--- src/rtl/pk_cache_sequencer.sv ---
// rtl/pk_cache_sequencer.sv - public-key row cache load/encrypt sequencer
//
// Purpose: streams NUM_ROWS key rows (plus row sums) into the row cache over a
// valid/ready handshake. It then runs encryption passes. Each pass reads every
// cache row once. A 16-bit LFSR picks rows, and the picked rows and sums are
// accumulated mod Q.
//
// Ports:
//   clk, rst                     clock; asynchronous active-high reset (shared with the cache)
//   load_start                   begin key load (IDLE or LOADED)
//   key_valid/key_ready          key row handshake; key_row/key_sum carry the row
//   enc_start, enc_seed, kyber_k begin encryption pass (LOADED only); seed and k sampled here
//   load_done, enc_done          1-cycle completion pulses
//   busy                         high in LOAD, READ, DRAIN
//   acc_row, acc_sum             accumulated result, mod Q
//   cache_mode                   0 write, 1 read, 2 idle
//   cache_kyber_k, cache_enc_req cache read control
//   cache_row_in, cache_sum_in   write data (pass-through of key_row/key_sum)
//   cache_row_out, cache_sum_out cache read data, one cycle after request
//   cache_full                   cache wrote its last row (monitor only)

module pk_cache_sequencer #(
  parameter int DATA_WIDTH = 12,
  parameter int NUM_ROWS   = 1024,
  parameter int NUM_COLS   = 4,
  parameter int Q          = 3329
) (
  input  logic                           clk,
  input  logic                           rst,
  input  logic                           load_start,
  input  logic                           key_valid,
  output logic                           key_ready,
  input  logic [NUM_COLS*DATA_WIDTH-1:0] key_row,
  input  logic [15:0]                    key_sum,
  input  logic                           enc_start,
  input  logic [15:0]                    enc_seed,
  input  logic [2:0]                     kyber_k,
  output logic                           load_done,
  output logic                           enc_done,
  output logic                           busy,
  output logic [NUM_COLS*DATA_WIDTH-1:0] acc_row,
  output logic [15:0]                    acc_sum,
  output logic [1:0]                     cache_mode,
  output logic [2:0]                     cache_kyber_k,
  output logic                           cache_enc_req,
  output logic [NUM_COLS*DATA_WIDTH-1:0] cache_row_in,
  output logic [15:0]                    cache_sum_in,
  input  logic [NUM_COLS*DATA_WIDTH-1:0] cache_row_out,
  input  logic [15:0]                    cache_sum_out,
  input  logic                           cache_full
);

  localparam int ROW_W = NUM_COLS * DATA_WIDTH;
  localparam int CNT_W = (NUM_ROWS > 1) ? $clog2(NUM_ROWS) : 1;
  localparam logic [CNT_W-1:0] LAST_ROW = CNT_W'(NUM_ROWS - 1);

  typedef enum logic [2:0] {
    S_IDLE,
    S_LOAD,
    S_LOADED,
    S_READ,
    S_DRAIN,
    S_DONE
  } state_t;

  state_t           state, state_n;
  logic [CNT_W-1:0] cnt;
  logic [15:0]      lfsr;
  logic [15:0]      lfsr_next;
  logic             sel_d;
  logic             v_d;
  logic             enc_go;
  logic [ROW_W-1:0] acc_row_n;
  logic [15:0]      acc_sum_n;
  logic             unused_inputs;

  // The sequencer never reacts to cache_full; the row counter is authoritative.
  assign unused_inputs = cache_full;

  assign cache_row_in = key_row;
  assign cache_sum_in = key_sum;

  // Galois right-shift LFSR, taps 16'hB400.
  assign lfsr_next = lfsr[0] ? ((lfsr >> 1) ^ 16'hB400) : (lfsr >> 1);

  // Load takes priority over an encryption start in LOADED.
  assign enc_go = (state == S_LOADED) && enc_start && !load_start;

  function automatic logic [DATA_WIDTH-1:0] mod_add_col(
    input logic [DATA_WIDTH-1:0] a,
    input logic [DATA_WIDTH-1:0] b
  );
    logic [DATA_WIDTH:0] t;
    t = {1'b0, a} + {1'b0, b};
    if (t >= (DATA_WIDTH + 1)'(Q))
      mod_add_col = DATA_WIDTH'(t - (DATA_WIDTH + 1)'(Q));
    else
      mod_add_col = t[DATA_WIDTH-1:0];
  endfunction

  function automatic logic [15:0] mod_add_sum(
    input logic [15:0] a,
    input logic [15:0] b
  );
    logic [15:0] t;
    t = a + b;
    mod_add_sum = (t >= 16'(Q)) ? (t - 16'(Q)) : t;
  endfunction

  always_comb begin
    acc_row_n = acc_row;
    for (int c = 0; c < NUM_COLS; c++) begin
      acc_row_n[c*DATA_WIDTH +: DATA_WIDTH] =
        mod_add_col(acc_row[c*DATA_WIDTH +: DATA_WIDTH], cache_row_out[c*DATA_WIDTH +: DATA_WIDTH]);
    end
    acc_sum_n = mod_add_sum(acc_sum, cache_sum_out);
  end

  always_ff @(posedge clk or posedge rst) begin
    if (rst) state <= S_IDLE;
    else     state <= state_n;
  end

  always_comb begin
    state_n       = state;
    key_ready     = 1'b0;
    busy          = 1'b0;
    cache_mode    = 2'd2;
    cache_enc_req = 1'b0;
    enc_done      = 1'b0;
    case (state)
      S_IDLE: begin
        if (load_start) state_n = S_LOAD;
      end
      S_LOADED: begin
        if (load_start)     state_n = S_LOAD;
        else if (enc_start) state_n = S_READ;
      end
      S_LOAD: begin
        key_ready = 1'b1;
        busy      = 1'b1;
        // The cache writes on every mode-0 cycle, so only a real beat selects write.
        if (key_valid) begin
          cache_mode = 2'd0;
          if (cnt == LAST_ROW) state_n = S_LOADED;
        end
      end
      S_READ: begin
        busy          = 1'b1;
        cache_mode    = 2'd1;
        cache_enc_req = 1'b1;
        if (cnt == LAST_ROW) state_n = S_DRAIN;
      end
      S_DRAIN: begin
        // Last read data lands this cycle; it is accumulated at the next edge.
        busy    = 1'b1;
        state_n = S_DONE;
      end
      S_DONE: begin
        enc_done = 1'b1;
        state_n  = S_LOADED;
      end
      default: state_n = S_IDLE;
    endcase
  end

  always_ff @(posedge clk or posedge rst) begin
    if (rst) begin
      cnt           <= '0;
      lfsr          <= 16'h0001;
      sel_d         <= 1'b0;
      v_d           <= 1'b0;
      load_done     <= 1'b0;
      acc_row       <= '0;
      acc_sum       <= '0;
      cache_kyber_k <= 3'd4;
    end else begin
      load_done <= (state == S_LOAD) && key_valid && (cnt == LAST_ROW);

      // cnt is 0 on entry to LOAD/READ because every other state holds it at 0.
      case (state)
        S_LOAD:  if (key_valid) cnt <= (cnt == LAST_ROW) ? '0 : cnt + 1'b1;
        S_READ:  cnt <= (cnt == LAST_ROW) ? '0 : cnt + 1'b1;
        default: cnt <= '0;
      endcase

      if (enc_go) begin
        lfsr          <= (enc_seed == 16'h0000) ? 16'h0001 : enc_seed;
        cache_kyber_k <= kyber_k;
      end else if (state == S_READ) begin
        lfsr <= lfsr_next;
      end

      // Selection travels with the request so it meets the registered cache data.
      v_d   <= (state == S_READ);
      sel_d <= lfsr[0];

      if (enc_go) begin
        acc_row <= '0;
        acc_sum <= '0;
      end else if (v_d && sel_d) begin
        acc_row <= acc_row_n;
        acc_sum <= acc_sum_n;
      end
    end
  end

endmodule
--- config.mk ---
export PLATFORM = sky130hd
export DESIGN_NAME = pk_cache_sequencer
export DESIGN_NICKNAME = d
export VERILOG_FILES = /design/src/rtl/pk_cache_sequencer.sv
export SDC_FILE = /design/constraint.sdc
export NUM_CORES = 1
export LEC_CHECK = 0
export BUFFER_PORTS_ARGS = -buffer_cell sky130_fd_sc_hd__buf_2
export CAP_MARGIN = 20
export CORE_AREA = 2 2 181 183
export DETAILED_ROUTE_END_ITERATION = 10
export DIE_AREA = 0 0 183 185
export HOLD_SLACK_MARGIN = 0.12
export PLACE_DENSITY = 0.6
export SETUP_SLACK_MARGIN = 0.05
export SYNTH_ARGS = -nofsm -noshare
export SYNTH_HDL_FRONTEND = slang
export SYNTH_SLANG_ARGS = --single-unit
--- constraint.sdc ---
create_clock -name clk -period 9.2 [get_ports clk]
set_input_delay 1.38 -clock clk [delete_from_list [all_inputs] [get_ports clk]]
set_output_delay 1.38 -clock clk [all_outputs]
set_load 0.01 [all_outputs]
==> results.toml <==
[layout]
layout_commonest_cell = "buf_2"
final.fill_count = 3451
final_layout_size_suffix_gt1_share_pct = 18.54
seq_area_mm2 = 0.002480
fin_nets = 1473
multi_input_area_mm2 = 0.006426
final_cell_mix = "buf_2, nand2_1, o21ai_0"
syn_to_final_growth_pct = 10.48

[worst_setup_path]
start_kind = "input port"
required_ns = 9.47
end_kind = "flip-flop"
path_class = "in2reg"
arrival_ns = 5.03
cp_max_fo = 13

[logic_synthesis]
synth_compound_area_share_pct = 24.87
synth_xor_xnor_area_share_pct = 7.388
synth_enable_flop_cells = 0
synth_mux_area_share_pct = 3.154
yosysSeqAreaShare_pct = 25.51
syn_nets = 1410
synth_largest_area_cell = "dfrtp_1"
synthDistinctLibCells = 84
synth_top_cell_area_share_pct = 24.97
yosys.area_share.simple_pct = 19.93
syn_area_mm2 = 0.009721
synthTopCellsByArea = "dfrtp_1, ha_1, o21ai_0"
syn_area_per_cell_um2 = 8.252
synthArstFlopShare_pct = 100.0
ys.flop_type = "dfrtp_1"
synth_top_family_by_area = "compound AO/OA/AOI/OAI gates"
synth_fa_ha_area_share_pct = 10.55
yosysWarnings = 0
synthCells = 1178
ys_ff_latch = 99

[timing]
tns_ns = 0
setup_ws_ns = 4.434
grt_setup_unrepaired = "no"
finalHoldViolations = 0
timing.final.crit_share_pct = 51.81
fmax_mhz = 209.8
fin_worst_skew_ns = 0.009551
setup_viol = 0
maxSlewViolCount = 0
worst_slew_margin_rel_pct = 37.02
worst_pin_slew_ns = 0.9424
layout_min_cycle_time_ns = 4.766

[detailed_routing]
wl_um = 26450
vias = 8776
post-route-drc-count = 0
avgViaCountPerCell = 5.303
post_drt_wl_per_cell_um = 15.98
drtPass1Iterations = 5
final_antenna_net_count = 0
drt_iter0_markers = 455

[placed_design]
routabilityCongestion = 0.8706
port_buffers = 161
place_ws_ns = 4.087
hpwl_um = 19880

[clocking]
tritoncts.num_buffers = 9
ctsResizeCount = 0
clk_latency_ns = 0.35
postCtsHoldBufs = 0
cts_tree = "done"
path_clk_slew_ns = 0.07
clock_path_buffers = 2
cts_root_buf = "clkbuf_16"
h-tree-depth = 3
post_cts_buffers = 0
clkSinkCount = 99

[floorplanning]
die_w_um = 183
die_h_um = 185
die_area_mm2 = 0.03386
core_mm2 = 0.03204
ioPinCount = 291
initial_core_util_pct = 30.34
rows = 66

[min_path]
min_path_type = "reg2reg"

[job]
drv_cap = 0

[run_status]
outcome = "finished, final reports clean"

[global_routing]
grt_overflow = 0
grt_usage_pct = 15.47
first_global_vias = 8557
antenna_found_initial = 2
grt_pass1_wl_um = 42970
grt_max_degree = 57

[power]
p_leak_nw = 4.773
peakVddDrop_mv = 0.1339
power_density_mw_per_mm2 = 415.0
-- logic make-up after synthesis --
family          Yosys count
compound gates          350
xor+xnor                 82
fa+ha+maj                79
buf+inv                 151
flops                    99
mux                      30
simple gates            387
-- flip-flops by register name, indices dropped and copies added (netlist names) --
name and cells:
sel_d 1, cnt 10, state 3, v_d 1, acc_row 48, load_done 1
lfsr 16, acc_sum 16, cache_kyber_k 3
-- Yosys cell counts (all sizes together), types with 5 or more instances --
library cell	instances
a2111oi	7
a211oi	22
a21boi	5
a21o	26
a21oi	55
a22o	8
a311o	5
a311oi	5
a31oi	8
a32oi	9
and2	11
and3	7
buf	74
clkbuf	40
dfrtp	97
fa	5
ha	74
inv	37
mux2	5
mux2i	25
nand2	122
nand2b	6
nand3	39
nand4	15
nor2	79
nor2b	8
nor3	34
nor3b	9
nor4	10
o211ai	10
o21a	14
o21ai	104
o21bai	9
o311ai	10
o31a	8
o31ai	7
or2	13
or3	10
xnor2	48
xor2	34
-- metrics by stage --
stage | power [W] | util [%] | std cells | cell area (µm²) | hold WS [ns]
floorplan | 0.003268 | - | 1178 | 9721 | 0.3879
global route | 0.004914 | 33.52 | 1655 | 10740 | 0.4821
finish | 0.004457 | 33.52 | 1655 | 10740 | 0.4632
CTS | 0.004490 | 33.51 | 1654 | 10740 | 0.4652
global placement | 0.003958 | 32.46 | 1638 | 10400 | 0.4529
detailed placement | 0.004016 | 32.46 | 1638 | 10400 | 0.4540
-- power by group --
group | internal (W) | switching (W) | total (W) | leakage [nW]
clock network | 0.000256 | 0.000185 | 0.000440 | 0.167
registers | 0.000646 | 0.000187 | 0.000833 | 1.22
logic | 0.00128 | 0.00191 | 0.00318 | 3.38
total | 0.00218 | 0.00228 | 0.00446 | 4.77
-- metal layers --
| metal | up-vias | global-route usage, % | routed length (µm) |
|---|---|---|---|
| li1 | 4385 | - | - |
| met1 | 4179 | 19.83 | 12170 |
| met2 | 185 | 26.59 | 12660 |
| met3 | 25 | 3.362 | 1227 |
| met4 | 2 | 3.520 | 374 |
| met5 | - | 0 | 16 |
-- worst paths after layout --
path                            depth (start not counted)                   start                endpoint  slack, ns
worst max-delay path                                   12        cache_row_out[0]  acc_row[6]$_DFFE_PP0P_       4.43
worst min-delay path                                    0     lfsr[0]$_DFFE_PP1P_         sel_d$_DFF_PP0_       0.46
worst max register to register                         11  acc_row[0]$_DFFE_PP0P_  acc_row[6]$_DFFE_PP0P_       5.14
worst min register to register                          0     lfsr[0]$_DFFE_PP1P_         sel_d$_DFF_PP0_       0.46
max in group asynchronous                               3                     rst  acc_row[2]$_DFFE_PP0P_       6.88
min in group asynchronous                               2                     rst    state[0]$_DFFE_PP0P_       1.10
-- worst max-delay path: stages --
cell,delay (ns)
buf_2,0.11
ha_1,0.21
fa_1,0.50
a211oi_1,0.41
o21bai_2,0.19
a2111oi_4,0.46
nor2_1,0.14
xnor2_1,0.37
o21ai_0,0.22
a21oi_2,0.55
mux2_2,0.40
o211ai_1,0.08
-- cell type report --
cell class	count	area share, %
well taps	408	4.754
clock buffers	11	2.353
flip-flops and latches	99	23.09
clock inverters	5	0.7690
inverters	37	1.317
multi-input cells	928	59.84
diodes	1	0.02330
repair buffers	166	7.853
(Power assumes the default switching activity.)
